## src/rtl/fc_pkg.sv

```systemverilog
// Shared types and helpers for the fully-connected layer sequencer.
package fc_pkg;

  localparam int DATA_W    = 32;
  localparam int FRAC_BITS = 16;

  typedef logic signed [DATA_W-1:0] q16_t;

  typedef enum logic [2:0] {
    IDLE,
    MAC,
    DRAIN,
    ACT,
    OUT,
    FIN
  } fc_state_e;

  // Clamp a wide Q16.16 accumulator into the signed 32-bit range.
  function automatic q16_t sat32(input logic signed [63:0] acc);
    if (acc > 64'sh0000_0000_7FFF_FFFF)
      return 32'sh7FFF_FFFF;
    else if (acc < -64'sh0000_0000_8000_0000)
      return 32'sh8000_0000;
    else
      return acc[31:0];
  endfunction

endpackage

```

## src/rtl/fc_mac_unit.sv

```systemverilog
// Q16.16 multiply / rescale / accumulate with bias load and synchronous clear.
module fc_mac_unit
  import fc_pkg::*;
#(
  parameter int ACC_W     = 48,
  parameter int FRAC_BITS = 16
)(
  input  logic                    clk,
  input  logic                    rst_n,
  input  logic                    clr,
  input  logic                    load,
  input  logic                    accum,
  input  q16_t                    a,
  input  q16_t                    b,
  input  q16_t                    bias,
  output logic signed [ACC_W-1:0] acc
);

  logic signed [63:0]      prod_full;
  logic signed [ACC_W-1:0] prod;

  // The true product of two 32-bit signed values always fits in 64 bits.
  assign prod_full = 64'(a) * 64'(b);
  assign prod      = ACC_W'(prod_full >>> FRAC_BITS);

  always_ff @(posedge clk or negedge rst_n) begin
    if (!rst_n)
      acc <= '0;
    else if (clr)
      acc <= '0;
    else if (load)
      acc <= ACC_W'(bias) + prod;
    else if (accum)
      acc <= acc + prod;
  end

endmodule

```

## src/rtl/fc_layer_sequencer.sv

```systemverilog
// One fully-connected layer: per-neuron MAC walk, bias, saturation, optional ReLU.
// FC_SEQ_RELU_EN defined clamps negative results to zero (hidden layers).
module fc_layer_sequencer
  import fc_pkg::*;
#(
  parameter int NUM_IN    = 784,
  parameter int NUM_OUT   = 10,
  parameter int FRAC_BITS = fc_pkg::FRAC_BITS,
  parameter int ACC_W     = 48,
  parameter int WADDR_W   = 14,
  localparam int IW = (NUM_IN  > 1) ? $clog2(NUM_IN)  : 1,
  localparam int OW = (NUM_OUT > 1) ? $clog2(NUM_OUT) : 1
)(
  input  logic               clk,
  input  logic               rst_n,
  input  logic               start,
  output logic               busy,
  output logic               done,
  output logic [IW-1:0]      in_index,
  input  logic [31:0]        in_data,
  output logic [WADDR_W-1:0] w_index,
  input  logic [31:0]        w_data,
  output logic [OW-1:0]      b_index,
  input  logic [31:0]        b_data,
  output logic               out_valid,
  input  logic               out_ready,
  output logic [OW-1:0]      out_index,
  output logic [31:0]        out_data
);

  fc_state_e               state;
  logic                    data_cyc, first, mac_clr;
  logic signed [ACC_W-1:0] acc;
  q16_t                    sat_v, act_v;

  // ROM data lags the index by one cycle, so MAC i=0 carries nothing useful.
  assign data_cyc = (state == MAC && in_index != '0) || state == DRAIN;
  assign first    = (state == MAC && in_index == IW'(1)) || (state == DRAIN && NUM_IN == 1);
  assign mac_clr  = (state == IDLE);

  fc_mac_unit #(.ACC_W(ACC_W), .FRAC_BITS(FRAC_BITS)) u_mac (
    .clk   (clk),
    .rst_n (rst_n),
    .clr   (mac_clr),
    .load  (first),
    .accum (data_cyc && !first),
    .a     (in_data),
    .b     (w_data),
    .bias  (b_data),
    .acc   (acc)
  );

  always_comb begin
    sat_v = sat32(64'(acc));
`ifdef FC_SEQ_RELU_EN
    act_v = sat_v[31] ? '0 : sat_v;
`else
    act_v = sat_v;
`endif
  end

  // b_index doubles as the neuron counter.
  always_ff @(posedge clk or negedge rst_n) begin
    if (!rst_n) begin
      state     <= IDLE;
      busy      <= 1'b0;
      done      <= 1'b0;
      in_index  <= '0;
      w_index   <= '0;
      b_index   <= '0;
      out_valid <= 1'b0;
      out_index <= '0;
      out_data  <= '0;
    end else begin
      done <= 1'b0;
      case (state)
        IDLE: if (start) begin
          state    <= MAC;
          busy     <= 1'b1;
          in_index <= '0;
          w_index  <= '0;
          b_index  <= '0;
        end
        MAC: begin
          if (in_index == IW'(NUM_IN - 1)) begin
            state <= DRAIN;
          end else begin
            in_index <= in_index + 1'b1;
            w_index  <= w_index + 1'b1;
          end
        end
        DRAIN: state <= ACT;
        ACT: begin
          out_data  <= act_v;
          out_index <= b_index;
          out_valid <= 1'b1;
          state     <= OUT;
        end
        OUT: if (out_ready) begin
          out_valid <= 1'b0;
          if (b_index == OW'(NUM_OUT - 1)) begin
            state <= FIN;
            busy  <= 1'b0;
            done  <= 1'b1;
          end else begin
            state    <= MAC;
            b_index  <= b_index + 1'b1;
            in_index <= '0;
            w_index  <= w_index + 1'b1;
          end
        end
        FIN:     state <= IDLE;
        default: state <= IDLE;
      endcase
    end
  end

endmodule
```

## config.mk

```make
export PLATFORM = sky130hd
export DESIGN_NAME = fc_layer_sequencer
export DESIGN_NICKNAME = d
export VERILOG_FILES = /design/src/rtl/fc_pkg.sv /design/src/rtl/fc_mac_unit.sv /design/src/rtl/fc_layer_sequencer.sv
export SDC_FILE = /design/constraint.sdc
export NUM_CORES = 2
export LEC_CHECK = 0
export CORE_ASPECT_RATIO = 0.8
export CORE_MARGIN = 5
export CORE_UTILIZATION = 65
export CTS_BUF_LIST = sky130_fd_sc_hd__clkbuf_4 sky130_fd_sc_hd__clkbuf_8
export CTS_CLUSTER_DIAMETER = 50
export DETAILED_ROUTE_END_ITERATION = 10
export PLACE_DENSITY = 0.84
export SYNTH_ARGS = -nofsm -noshare
export SYNTH_HDL_FRONTEND = slang
export SYNTH_SLANG_ARGS = --single-unit
```

## constraint.sdc

```tcl
create_clock -name clk -period 5.3 [get_ports clk]
set_input_delay 1.06 -clock clk [delete_from_list [all_inputs] [get_ports clk]]
set_output_delay 1.06 -clock clk [all_outputs]
set_load 0.1 [all_outputs]
```

==> metrics.md, run 1 <==
| Metric | Value |
|---|---|
| Outcome | `aborted with a tool error` |
| Stopped at | `global routing (5_1_grt)` |
| First Err | `[ERROR GRT-0232] Routing congestion too high. Check the congestion heatmap in the GUI.` |
| Worst-path end type | `register data pin` |
| CTS root buf | `clkbuf_8` |
| Synth Flop Type | `dfrtp_1` |
| Routability cong. | `just over 0.9` |
| Synthesized net count | `roughly 6.1k` |
| Initial Utilization | `65.78%` |
| Worst_ep grt | `u_mac.acc[44]$_DFFE_PN0P_/D` |
| Setup WS pre-CTS | `-5.298 ns` |
| Pin count of the biggest net entering global routing | `~50` |
| Post-synthesis sequential area ratio | `about 6.8%` |
| Die X | `298.7 um` |
| Total gr overflow | `42` |
| Cells after synthesis | `between 4k and 5k` |
| Synthesis Warnings | `0` |
| Synthesized flop and latch total | `between 100 and 150` |
| Initial antenna violation count | `28` |
| Post-synth EDFFs | `0` |
| CTS Buf Count | `25` |
| IO Pins | `167` |
| Async S/R FF share, synth | `100.0%` |
| Die H | `roughly 240 um` |
| Port Buffer Count | `166` |
| Post-synthesis cell type count | `between 70 and 80` |
| Maximum clock path buffer count | `3` |
| Netlist Area Pre-Place | `roughly 43000 sq um` |
| GRT Total Usage | `between 70 and 80%` |
| Syn Area/Cell | `approximately 9.3 sq um` |
| H-Tree Level Count | `4` |
| # rows | `84` |
| Detailed placement HPWL | `104500 um` |
| Clock sink total | `~120` |
-- metal layers --
| metal | GRT overflow | track usage, % |
|---|---|---|
| met1 | 4 | 68.31 |
| met2 | 15 | 86.37 |
| met3 | 2 | 66.00 |
| met4 | 18 | 69.59 |
| met5 | 3 | 46.07 |
-- logic make-up after synthesis --
| group | after synthesis | synth area share, % |
|---|---|---|
| compound gates | 418 | 6.307 |
| flops | 118 | 6.812 |
| buf+inv | 1201 | 10.41 |
| simple gates | 1465 | 16.41 |
| mux | 38 | 0.9756 |
| xor+xnor | 117 | 2.364 |
| fa+ha+maj | 1316 | 56.72 |
-- cells in the mapped netlist, types with 3 or more instances --
cell / n / area [sq um]
xnor2_1: 70 / 613.1
a221oi_1: 4 / 35.03
a211o_1: 3 / 26.28
and3_1: 18 / 112.6
o21ai_1: 9 / 45.04
nand3_1: 31 / 155.2
fa_1: 1082 / 21660
dfrtp_1: 118 / 2953
nor3_1: 15 / 75.07
a31oi_1: 4 / 25.02
a211oi_2: 3 / 37.54
mux2_2: 34 / 382.9
a21o_1: 62 / 465.5
o31ai_1: 9 / 67.56
or2_2: 7 / 43.79
a21oi_2: 3 / 26.28
o21a_1: 13 / 97.59
nor2_1: 147 / 551.8
clkbuf_1: 223 / 837.1
nand2_1: 668 / 2507
nand4_1: 22 / 137.6
xor2_1: 47 / 411.6
nand2b_1: 29 / 181.4
o41ai_1: 3 / 26.28
ha_1: 234 / 2928
o31a_1: 4 / 35.03
nor3b_1: 3 / 22.52
a41oi_1: 3 / 26.28
mux2i_1: 4 / 40.04
o22ai_1: 4 / 25.02
a32o_1: 3 / 30.03
inv_1: 966 / 3626
buf_2: 4 / 20.02
nor4_1: 9 / 56.30
buf_1: 7 / 26.28
o211ai_1: 8 / 60.06
o21bai_1: 14 / 105.1
a311oi_1: 3 / 26.28
a21oi_1: 127 / 635.6
a211oi_1: 11 / 82.58
o21ai_0: 96 / 480.5
o31ai_2: 3 / 37.54
nor2b_1: 14 / 87.58
and2_1: 487 / 3047
a22o_1: 4 / 35.03
-- metrics by stage --
step | hold WS, ns | std cells | area [sq um]
after global placement | 0.4749 | 6069 | 51290
after floorplan | 0.4551 | 4673 | 44440
after CTS | 0.5090 | 6268 | 54820
after detailed placement | 0.4993 | 6069 | 51290
-- what timing repair did --
action                                  in CTS
setup buffers                              138
cloned                                      34
resized for setup                          466
hold buffers                                 0
pin swaps                                  231
endpoints found under the setup margin      48
==> run 2: changes to the inputs <==
Settings changed: CORE_ASPECT_RATIO 0.8 to not set, CORE_UTILIZATION 65 to 40, CTS_BUF_LIST sky130_fd_sc_hd__clkbuf_4 sky130_fd_sc_hd__clkbuf_8 to not set, CTS_CLUSTER_DIAMETER 50 to not set, PLACE_DENSITY 0.84 to not set, PLACE_DENSITY_LB_ADDON set to 0.15.
==> metrics.md, run 2 <==
| Metric | Value |
|---|---|
| Total gr overflow | `0` |
| Crit path DAT | `around 10 ns` |
| Post-synth top area cell | `fa_1 (unchanged)` |
| Crit path buffers/inverters | `7` |
| Synthesized net count | `6089 (unchanged)` |
| Largest registers | `u_mac.acc (48), out_data (32), w_index (14)` |
| Reg2Reg Depth | `17` |
| Port Buffer Count | `166 (unchanged)` |
| Synth top cells by count | `fa_1 (1082), inv_1 (966), nand2_1 (668) (unchanged)` |
| Setup violations, final | `48` |
| Critical path peak fanout | `6` |
| Final-report max-slew violation count | `0` |
| Area share of the largest cell type after synthesis | `49.97% (unchanged)` |
| # nets final | `6904` |
| Commonest non-fill, non-tap cell in the layout | `fa_1` |
| Post-synthesis sequential area ratio | `6.812% (unchanged)` |
| Final hold violations | `0` |
| First drt pass iteration count | `5` |
| Initial antenna violation count | `10` |
| Layout cells sized above 1 | `about 27%` |
| Max Freq | `between 100 and 150 MHz` |
| Fill count | `a little under 10k` |
| CTS tree | `built` |
| Worst path required time | `roughly 5.6 ns` |
| Crit-path leading delay family | `adder cells` |
| Clock sink total | `118 (unchanged)` |
| IO Pins | `167 (unchanged)` |
| Initial Utilization | `40.38% (was 65.78%)` |
| CP most frequent cell | `fa_1` |
| Most frequent cells in the layout | `fa_1 (988), inv_1 (899), nand2_1 (640)` |
| Area contributors post-synth | `fa_1 (50%), inv_1 (8.4%), and2_1 (7.0%) (unchanged)` |
| Post-synthesis cell type count | `79 (unchanged)` |
| Post-synth EDFFs | `0 (unchanged)` |
| Tmin final | `slightly below 10 ns` |
| Largest register FFs | `48` |
| Hold slack | `between 0.4 and 0.5 ns` |
| Netlist Area Pre-Place | `43350 sq um (unchanged)` |
| Failing checks | `negative setup slack` |
| Syn Area/Cell | `9.277 sq um (unchanged)` |
| GRT Total Usage | `around a quarter` |
| Drt wl/cell | `roughly 20 um` |
| Die area | `about 120000 sq um` |
| Critical setup path kind | `in -> reg` |
| Period utilization | `181.4%` |
| DR vias | `approximately 35k` |
| Pin count of the biggest net entering global routing | `a little over 50` |
| CTS Hold Bufs | `0 (unchanged)` |
| H-Tree Level Count | `4 (unchanged)` |
| Clk_lat worst skew | `0.42 ns` |
| 1st-iter DRT viols | `around 1.8k` |
| Antenna Nets Post-Route | `0` |
| Cells after synthesis | `4673 (unchanged)` |
| Outcome | `complete, but fails checks (was aborted with a tool error)` |
| Max-slew headroom | `about 22%` |
| Synthesis Warnings | `0 (unchanged)` |
| # rows | `120 (was 84)` |
| Core area | `107400 sq um` |
| Stages on worst setup path | `33` |
| Async S/R FF share, synth | `100.0% (unchanged)` |
| Synthesized flop and latch total | `118 (unchanged)` |
| Setup WS pre-CTS | `-5.234 ns (was -5.298 ns)` |
| Die H | `339.2 um (was 241.0 um)` |
| CTS Buf Count | `17 (was 25)` |
| Synth Flop Type | `dfrtp_1 (unchanged)` |
| Worst slew pin tran | `1.170 ns` |
| Most frequent cell after synthesis | `fa_1 (unchanged)` |
| Routability cong. | `0.8519 (was 0.9292)` |
| Residual DRC | `0` |
| Detailed placement HPWL | `103200 um (was 104500 um)` |
| Reg clk slew, reported paths | `0.06 ns` |
| Vias in the first global route | `37.88k` |
| Final WL | `137200 um` |
| RSZ-0062 raised after global routing | `true` |
| CTS root buf | `clkbuf_16 (was clkbuf_8)` |
| CP max stage delay | `approximately 0.6 ns` |
| Maximum clock path buffer count | `2 (was 3)` |
| Die X | `339.2 um (was 298.7 um)` |
| Hold/Removal Path Class | `reg -> reg` |
| Hold path cells | `2` |
| Max-cap viol count | `0` |
| Startpoint class of the critical path | `input port` |
| Skew final | `0.01006 ns` |
| Final Util | `between 50% and 60%` |
| Largest Register | `u_mac.acc` |
| Worst setup margin | `-4.315 ns` |
| Setup tns final | `-171.58 ns` |
| Number of vias per cell | `about 5.0` |
| CP endpoint kind | `flip-flop` |
| Worst path slowest cell | `fa_1` |
| Area grow syn2layout | `34.59%` |
| Global-route wire length before repair | `215400 um` |
## run 2: cell counts after synthesis
Identical to the previous run, type by type.
## run 2: cell families after synthesis
| family | Yosys count | share of synthesized area [%] |
|---|---|---|
| AND/OR/NAND/NOR | 1465 | 16.41 |
| adder cells (fa/ha/maj) | 1316 | 56.72 |
| buffers and inverters | 1201 | 10.41 |
| AO/OA/AOI/OAI | 418 | 6.307 |
| flip-flops | 118 | 6.812 |
| XOR/XNOR | 117 | 2.364 |
| multiplexers | 38 | 0.9756 |
## run 2: layout make-up
cell class | count | area, sq um | share of cell area, %
Sequential cell | 118 | 2953 | 5.061
Clock buffer | 27 | 523.0 | 0.8964
Clock inverter | 3 | 40.04 | 0.06862
Multi-Input combinational cell | 3354 | 38530 | 66.03
Inverter | 967 | 3633 | 6.227
Timing Repair Buffer | 1030 | 10910 | 18.70
Tap cell | 1403 | 1755 | 3.009
Antenna cell | 2 | 5.005 | 0.008578
## run 2: final timing paths
check                       startpoint       endpoint  slack, ns
setup / recovery           in_data[18]  u_mac.acc[47]      -4.31
hold / removal                    busy           busy       0.50
setup reg to reg           in_index[6]  u_mac.acc[47]       0.47
hold reg to reg                   busy           busy       0.50
max in group asynchronous        rst_n  u_mac.acc[15]       3.72
min in group asynchronous        rst_n     w_index[0]       0.60
## run 2: through the flow
stage | area (sq um) | std cells
after floorplan | 44440 | 4673
after global placement | 52170 | 6626
after detailed placement | 52170 | 6626
after CTS | 56230 | 6826
after global routing | 58340 | 6903
final | 58350 | 6904
## run 2: repair_timing
| item | 4_1_cts | 5_1_grt |
|---|---|---|
| gates resized for setup | 541 | 408 |
| pin swaps | 220 | 258 |
| setup endpoints to repair | 48 | 48 |
| cloned | 48 | 5 |
| buffers inserted | 124 | 88 |
## run 2: metal layers
layer  wire (um)  GRT usage, %  part of all wire, %
met5          13             0               0.0095
met4        3217         5.101                  2.3
met3        6050         2.707                  4.4
met2       72710         43.82                   53
met1       55210         30.71                   40
## run 2: worst reg2reg max path, delay by kind of cell, from the launching register on
| family | cells | cell delay [ns] |
|---|---|---|
| flip-flops | 1 | 0.42 |
| AO/OA/AOI/OAI | 8 | 1.58 |
| adder cells (fa/ha/maj) | 1 | 0.35 |
| multiplexers | 1 | 0.32 |
| AND/OR/NAND/NOR | 5 | 1.57 |
| buffers and inverters | 2 | 0.50 |
Power of run 2 is left out: the tool's default activity adds up to more than one toggle a clock period on the data nets, which glitch-free logic cannot reach.
